$ cat config.mk
export PLATFORM = sky130hd
export DESIGN_NAME = clkdiv_2_3_ctrl_flat
export DESIGN_NICKNAME = d
export VERILOG_FILES = /design/src/rtl/clkdiv_2_3_ctrl_if.sv /design/src/rtl/clkdiv_2_3_ctrl.sv /design/src/flat_wrapper.sv
export SDC_FILE = /design/constraint.sdc
export NUM_CORES = 1
export LEC_CHECK = 0
export BUFFER_PORTS_ARGS = -buffer_cell sky130_fd_sc_hd__buf_2
export CAP_MARGIN = 20
export CORE_ASPECT_RATIO = 1.75
export CORE_MARGIN = 2
export CORE_UTILIZATION = 59
export DETAILED_ROUTE_END_ITERATION = 6
export HOLD_SLACK_MARGIN = 0.1
export PLACE_DENSITY = 0.78
export SYNTH_ARGS = -nofsm -noshare
export SYNTH_HDL_FRONTEND = slang
export SYNTH_SLANG_ARGS = --single-unit
$ cat constraint.sdc
create_clock -name clk -period 5.35 [get_ports clk]
set_clock_uncertainty 0.2 [all_clocks]
set_input_delay 0.2675 -clock clk [delete_from_list [all_inputs] [get_ports clk]]
set_output_delay 0.2675 -clock clk [all_outputs]
set_load 0.02 [all_outputs]
$ cat src/rtl/clkdiv_2_3_ctrl_if.sv
// rtl/clkdiv_2_3_ctrl_if.sv - configuration and prescaler-facing signals of the pulse-swallow controller
interface clkdiv_2_3_ctrl_if #(
    parameter int WIDTH = 8
);
    logic             en;
    logic [WIDTH-1:0] m;
    logic [WIDTH-1:0] s;
    logic             sel;
    logic             out;
    logic             tick;
    logic             running;

    modport master (
        output en, m, s,
        input  sel, out, tick, running
    );

    modport slave (
        input  en, m, s,
        output sel, out, tick, running
    );
endinterface

$ cat src/rtl/clkdiv_2_3_ctrl.sv
// rtl/clkdiv_2_3_ctrl.sv - pulse-swallow controller for a 2/3 prescaler, N = 2*m + s
module clkdiv_2_3_ctrl #(
    parameter int WIDTH = 8
) (
    input  logic             clk,
    input  logic             rst,
    clkdiv_2_3_ctrl_if.slave bus
);
    typedef enum logic {
        IDLE = 1'b0,
        RUN  = 1'b1
    } state_t;

    localparam logic [WIDTH-1:0] ONE = WIDTH'(1);
    localparam logic [WIDTH-1:0] TWO = WIDTH'(2);

    state_t           state;
    state_t           state_n;
    logic [WIDTH-1:0] cnt;
    logic [WIDTH-1:0] cnt_n;
    logic [WIDTH-1:0] m_r;
    logic [WIDTH-1:0] m_n;
    logic [WIDTH-1:0] s_r;
    logic [WIDTH-1:0] s_n;
    logic             start;
    logic [WIDTH-1:0] s_eff;
    logic [WIDTH:0]   half_n;
    logic             sel_n;
    logic             out_n;
    logic             tick_n;
    logic             running_n;

    assign start  = bus.en && (bus.m >= TWO);
    assign s_eff  = (bus.s > bus.m) ? bus.m : bus.s;
    // One extra bit so m = 2^WIDTH-1 rounds up without wrapping.
    assign half_n = ({1'b0, m_n} + {{WIDTH{1'b0}}, 1'b1}) >> 1;

    always_ff @(posedge clk or posedge rst) begin
        if (rst) begin
            state <= IDLE;
            cnt   <= '0;
            m_r   <= '0;
            s_r   <= '0;
        end else begin
            state <= state_n;
            cnt   <= cnt_n;
            m_r   <= m_n;
            s_r   <= s_n;
        end
    end

    // Config is only sampled at a period boundary, so retuning never cuts a period short.
    always_comb begin
        state_n = state;
        cnt_n   = cnt;
        m_n     = m_r;
        s_n     = s_r;
        case (state)
            IDLE: begin
                if (start) begin
                    state_n = RUN;
                    cnt_n   = '0;
                    m_n     = bus.m;
                    s_n     = s_eff;
                end
            end
            RUN: begin
                if (cnt != m_r - ONE) begin
                    cnt_n = cnt + ONE;
                end else if (start) begin
                    cnt_n = '0;
                    m_n   = bus.m;
                    s_n   = s_eff;
                end else begin
                    state_n = IDLE;
                    cnt_n   = '0;
                end
            end
            default: begin
                state_n = IDLE;
                cnt_n   = '0;
            end
        endcase
    end

    // Outputs decode the next-state count so they line up with the registered cnt.
    always_comb begin
        sel_n     = 1'b0;
        out_n     = 1'b0;
        tick_n    = 1'b0;
        running_n = 1'b0;
        if (state_n == RUN) begin
            sel_n     = (cnt_n < s_n);
            out_n     = ({1'b0, cnt_n} < half_n);
            tick_n    = (cnt_n == '0);
            running_n = 1'b1;
        end
    end

    always_ff @(posedge clk or posedge rst) begin
        if (rst) begin
            bus.sel     <= 1'b0;
            bus.out     <= 1'b0;
            bus.tick    <= 1'b0;
            bus.running <= 1'b0;
        end else begin
            bus.sel     <= sel_n;
            bus.out     <= out_n;
            bus.tick    <= tick_n;
            bus.running <= running_n;
        end
    end
endmodule

$ cat src/flat_wrapper.sv
// flat-port wrapper written by rule: the top's interface ports become plain ports
module clkdiv_2_3_ctrl_flat 
#(
    parameter int WIDTH = 8
)
  (clk, rst, bus_en, bus_m, bus_s, bus_sel, bus_out, bus_tick, bus_running);
  clkdiv_2_3_ctrl_if #(.WIDTH(WIDTH)) bus_i ();
  input  logic clk;
  input  logic rst;
  input wire logic [$bits(bus_i.en)-1:0] bus_en;
  input wire logic [$bits(bus_i.m)-1:0] bus_m;
  input wire logic [$bits(bus_i.s)-1:0] bus_s;
  output wire logic [$bits(bus_i.sel)-1:0] bus_sel;
  output wire logic [$bits(bus_i.out)-1:0] bus_out;
  output wire logic [$bits(bus_i.tick)-1:0] bus_tick;
  output wire logic [$bits(bus_i.running)-1:0] bus_running;
  assign bus_i.en = bus_en;
  assign bus_i.m = bus_m;
  assign bus_i.s = bus_s;
  assign bus_sel = bus_i.sel;
  assign bus_out = bus_i.out;
  assign bus_tick = bus_i.tick;
  assign bus_running = bus_i.running;
  clkdiv_2_3_ctrl #(.WIDTH(WIDTH)) u_core (.clk(clk), .rst(rst), .bus(bus_i));
endmodule
# Yosys cells after proc, flatten, opt, wreduce, memory -nomap -nowiden
# Index checks and enable logic that the tools add are counted.
# word_totals
regBits	29
latch_bits	0
mem_bits_rw	0
rom_bits	0
input_bits	19
out_inout_bits	4
word_cells	36
memories	0
# classes
addsub	3
n_mul	0
div	0
n_lt_le_gt_ge	4
eq_ne	1
shift	0
mux	17
bitwise_logic	1
reduce_logical	2
# ops
op	n
8-bit 2-to-1 mux	7
8-bit case mux with 2 select lines	3
8-bit < comparator	2
8-bit by 1-bit adder with 9-bit output, second input constant	1
8-bit by 1-bit adder with 8-bit output, second input constant	1
8-bit by 2-bit greater-or-equal comparator with 1-bit output, second input constant	1
8-bit > comparator	1
8-bit zero test	1
8-bit != test	1
8-bit by 1-bit subtractor with 8-bit output, second input constant	1
1-bit 2-to-1 mux	6
1-bit case mux with 2 select lines	1
1-bit logical AND	1
1-bit inverter	1

# Longest topological paths before layout
# depth
depth_word	8
mapped_depth	18
depth_no_buf	17

# Worst setup path after synthesis
# OpenSTA, ideal clock, no wires.
# synth_path
kind	reg2reg
start	reg u_core.m_r[2]
end	reg u_core.bus.out
setup_ns	0.067
arrival_time_ns	3.692
required_time_ns	5.083
slack_ns	1.392
path_stages_with_launch	19
path_buffers	2
period_less_slack_ns	3.958
cell_sequence	dfrtp_1 buf_6 or4_4 or4b_4 a21oi_2 o21bai_1 nor2_4 buf_2 nand2_1 o21ai_0 ha_1 nand3_1 xnor2_1 nand2_1 o21ai_0 ha_1 a21o_1 a221oi_1 and3_1
# synth_via
elab_chain_cells	7
word_cells_on_any_way	12
cone_classes	2 x add/sub; 1 x order compare; 1 x eq/ne; 8 x mux
# synth_lines
item	line	text
from (decl)	clkdiv_2_3_ctrl.sv:21	logic [WIDTH-1:0] m_r;
from (signal assigned)	clkdiv_2_3_ctrl.sv:47	m_r <= m_n;
8-bit by 1-bit subtractor with 8-bit output	clkdiv_2_3_ctrl.sv:68	if (cnt != m_r - ONE) begin
8-bit != test	clkdiv_2_3_ctrl.sv:68	
8-bit 2-to-1 mux	clkdiv_2_3_ctrl.sv:68	
8-bit case mux with 2 select lines	clkdiv_2_3_ctrl.sv:58	case (state)
named net u_core.m_n[0]	clkdiv_2_3_ctrl.sv:22	logic [WIDTH-1:0] m_n;
8-bit by 1-bit adder with 9-bit output	clkdiv_2_3_ctrl.sv:36	assign half_n = ({1'b0, m_n} + {{WIDTH{1'b0}}, 1'b1}) >> 1;
8-bit < comparator	clkdiv_2_3_ctrl.sv:94	out_n = ({1'b0, cnt_n} < half_n);
1-bit 2-to-1 mux	clkdiv_2_3_ctrl.sv:92	if (state_n == RUN) begin
named net u_core.out_n	clkdiv_2_3_ctrl.sv:29	logic out_n;
to (signal assigned)	clkdiv_2_3_ctrl.sv:108	bus.out <= out_n;
to (decl)	clkdiv_2_3_ctrl_if.sv:20	output sel, out, tick, running
# The timed path passes the listed nets, and every way through them passes these cells.

# Final worst setup path
# layout_path
start	reg u_core.m_r[2]
end	reg u_core.bus.sel
# layout_via
elab_chain_cells	6
word_cells_on_any_way	10
cone_classes	1 x add/sub; 1 x order compare; 1 x eq/ne; 7 x mux
# layout_lines
item	line	text
8-bit by 1-bit subtractor with 8-bit output	clkdiv_2_3_ctrl.sv:68	
8-bit != test	clkdiv_2_3_ctrl.sv:68	
8-bit 2-to-1 mux	clkdiv_2_3_ctrl.sv:68	
8-bit case mux with 2 select lines	clkdiv_2_3_ctrl.sv:58	
named net u_core.s_n[5]	clkdiv_2_3_ctrl.sv:24	logic [WIDTH-1:0] s_n;
8-bit < comparator	clkdiv_2_3_ctrl.sv:93	sel_n = (cnt_n < s_n);
1-bit 2-to-1 mux	clkdiv_2_3_ctrl.sv:92	
named net u_core.sel_n	clkdiv_2_3_ctrl.sv:28	logic sel_n;
to (signal assigned)	clkdiv_2_3_ctrl.sv:107	bus.sel <= sel_n;
to (decl)	clkdiv_2_3_ctrl_if.sv:20	
# The timed path passes the listed nets, and every way through them passes these cells.

==> out/metrics.csv <==
stage;metric;value;unit
logic_synthesis;synth_area_leaders;dfrtp_1 30%, ha_1 14%, a21o_1 3.9%, nor2_1 3.9%, inv_1 3.7%;
outcome;status;completed;
run;cap_violations;0;
placement;portBuffers;22;
logic_synthesis;synth_edf_count;0;
logic_synthesis;ys_ff_latch;28;
logic_synthesis;syn_avg_cell_area;8.937;sq um
floorplanning;ios;23;
cells_and_area;nNetsFinal;328;
sta;relSlewSlack;0.6004;
global_routing;grt_usage;0.2765;
min_path;holdPathStages;2;
route;antenna_left;0;
pwr;internal-power;331.6;uW
setup_path;cp.required;5.37;ns
sta;final-hold-violation-count;0;
logic_synthesis;syn_nets;303;
cts;htreeDepth;1;
cts;cts_tree;done;
cells_and_area;num-fill-cells;338;
floorplanning;fp-row-count;30;
placement;placed_area;2441;sq um
setup_path;reg2reg_depth;15;
pwr;ir_worst_vdd;0.0001814;V
sta;worstMarginPinSlew;0.5944;ns
floorplanning;core_area;3829;sq um
cts;cts_hold_buf;2;
pwr;power.share.sequential;0.493;
logic_synthesis;synth_top_area_cell;dfrtp_1;
setup_path;crit_chain;or4_4, or4b_4, a21oi_2, o21bai_1, nor2_4, buf_4, nor2_1, a21oi_1, inv_1, ha_1, a21o_1, a21o_1, a221oi_1, and4_1, a21o_1;
logic_synthesis;yosysWarnings;0;
floorplanning;start_util;0.6046;
placement;routabilityCongestion;0.8893;
global_routing;met3_usage;0.02234;
setup_path;critical_path_depth;15;
setup_path;end_kind;flop;
setup_path;crit_type;reg2reg;
pwr;p_total;429.3;uW
global_routing;globalRouteMet2Util;0.5195;
logic_synthesis;synth.cell_area;2315;sq um
floorplanning;dieHeight;86.86;microns
cts;path_clk_slew;0.10;ns
cts;clk_latency;0.28;ns
placement;dp_hpwl;4.617;mm
setup_path;max_stage_delay;0.54;ns
global_routing;antenna_found_initial;0;
logic_synthesis;ys_seq_area_frac;0.3027;
setup_path;endpoint;u_core.bus.sel;
global_routing;use_met1;0.3023;
cts;cts_buffers;3;
cts;clkSinkCount;28;
sta;final.setup.worst_slack;0.9614;ns
sta;setup-tns-final;0;ns
cts;root_buffer;clkbuf_8;
global_routing;busiest_layer;met2;
sta;drv_slew;0;
cells_and_area;fin_area;2560;sq um
setup_path;worstReg2RegStart;u_core.m_r[2];
route;wl_per_cell;17.21;microns
cells_and_area;layout-drive-gt1-share;0.1873;
pwr;p_sw;97.66;uW
min_path;min_path_type;in2reg;
cells_and_area;area_growth;10.59;%
setup_path;r2r_end;u_core.bus.sel;
setup_path;crit_slowest_cell;or4_4;
pwr;combPwrFrac;0.118;
cells_and_area;num_antenna_cells;0;
pwr;swShare;0.2275;
sta;setup_viol;0;
logic_synthesis;post_synth_most_frequent_cells;28 x dfrtp_1, 25 x ha_1, 24 x nor2_1;
logic_synthesis;ys_types;58;
setup_path;critical_path_buf_inv_count;2;
pwr;static-leakage-power;1.275;nW
global_routing;grt_pass1_vias;1981;
setup_path;r2r_setup_slack;0.96;ns
min_path;min_from;bus_m[4];
pwr;p_clk_frac;0.390;
sta;post-route-min-period;4.389;ns
logic_synthesis;synth_flop_cell;dfrtp_1;
floorplanning;dieArea;4460;sq um
route;drc_errors;0;
setup_path;critPathMostFrequentCell;a21o_1;
global_routing;grt_max_degree;29;
cts;postCtsSetupBuffers;0;
setup_path;worstSetupStartpoint;u_core.m_r[2];
cells_and_area;final_util;0.6686;
logic_synthesis;async_reset_ff_frac;1.000;
logic_synthesis;synth_most_common_cell;dfrtp_1;
sta;rsz0062_at_grt;no;
route;drt-pass1-iter-count;4;
floorplanning;die_x;51.35;microns
global_routing;overflow;0;
global_routing;grt_pass1_wl;9.294;mm
setup_path;critPathLaunchType;flop;
route;viasPerCell;6.042;
route;drt_iter0_drc;63;
route;totalWireLength;5.698;mm
setup_path;cp.arrival;4.41;ns
setup_path;critPathMaxFanout;20;
setup_path;cpLargestDelayFamily;simple AND/OR/NAND/NOR gates;
route;route.vias.total;2000;
sta;fmax;227.9;MHz
pwr;power.density;167.7;nW/um^2
logic_synthesis;synthCells;259;
cts;cts.repair.resized;0;
placement;place_ws;0.9685;ns
sta;fin_crit_sh;0.8203;
cts;clk_path_buf_depth;2;
logic_synthesis;netlist.area_leader.share;0.3027;
-- power by group through the flow --
stage | sequential [mW] | clock (mW) | combinational, mW
detailed placement | 0.216 | 0 | 0.0468
global route | 0.212 | 0.177 | 0.0573
finish | 0.211 | 0.167 | 0.0505
floorplan | 0.216 | 0 | 0.0273
CTS | 0.211 | 0.167 | 0.0480
global placement | 0.216 | 0 | 0.0461
-- worst min-delay path by stage --
stage                                end  slack [ns]
after floorplan           u_core.bus.out        0.13
after global placement     u_core.s_r[5]        0.34
after detailed placement   u_core.s_r[3]        0.35
after CTS                  u_core.m_r[4]        0.10
after global routing       u_core.m_r[4]        0.12
final                      u_core.m_r[4]        0.10
-- routing by layer --
layer	part of all wire	routed length, microns
met1	0.39	2222
met2	0.55	3107
met3	0.020	115
met4	0.044	252
met5	0	0
-- sequential cells by signal (all words and copies together), names as in the netlist --
name                count
u_core.cnt              8
u_core.m_r              8
u_core.s_r              8
u_core.bus.out          1
u_core.bus.running      1
u_core.bus.sel          1
u_core.bus.tick         1
-- layout make-up --
cell class	count	area [sq um]	area share
clock buffers	3	41.29	0.01613
clock inverters	1	30.03	0.01173
inverters	23	86.33	0.03372
multi-input cells	201	1469	0.5738
flip-flops and latches	28	700.7	0.2737
well taps	48	60.06	0.02346
repair buffers	27	172.7	0.06745
-- cells by family after synthesis --
logic type      Yosys count  share of synthesized area
buf+inv                  30                    0.06270
mux                       6                    0.02865
compound gates           68                     0.2087
fa+ha+maj                25                     0.1351
xor+xnor                 17                    0.06433
simple gates             85                     0.1978
flops                    28                     0.3027
-- through the flow --
stage	std cells	hold WS, ns
floorplan	259	0.1329
global placement	324	0.3391
detailed placement	324	0.3503
CTS	330	0.1024
global route	331	0.1213
finish	331	0.1019
-- placed cells by master, fill, tap and decap left out, types with 5 or more instances in the layout --
cell / Yosys / routed
buf_2: 2 / 22
nand3_1: 11 / 11
a21o_1: 12 / 12
o21ai_0: 11 / 11
dfrtp_1: 28 / 28
mux2_2: 5 / 5
xnor2_1: 9 / 9
xor2_1: 8 / 8
nand2_1: 18 / 18
ha_1: 25 / 25
inv_1: 23 / 23
nor2_1: 24 / 24
a21oi_1: 16 / 16
(Power assumes the default switching activity.)
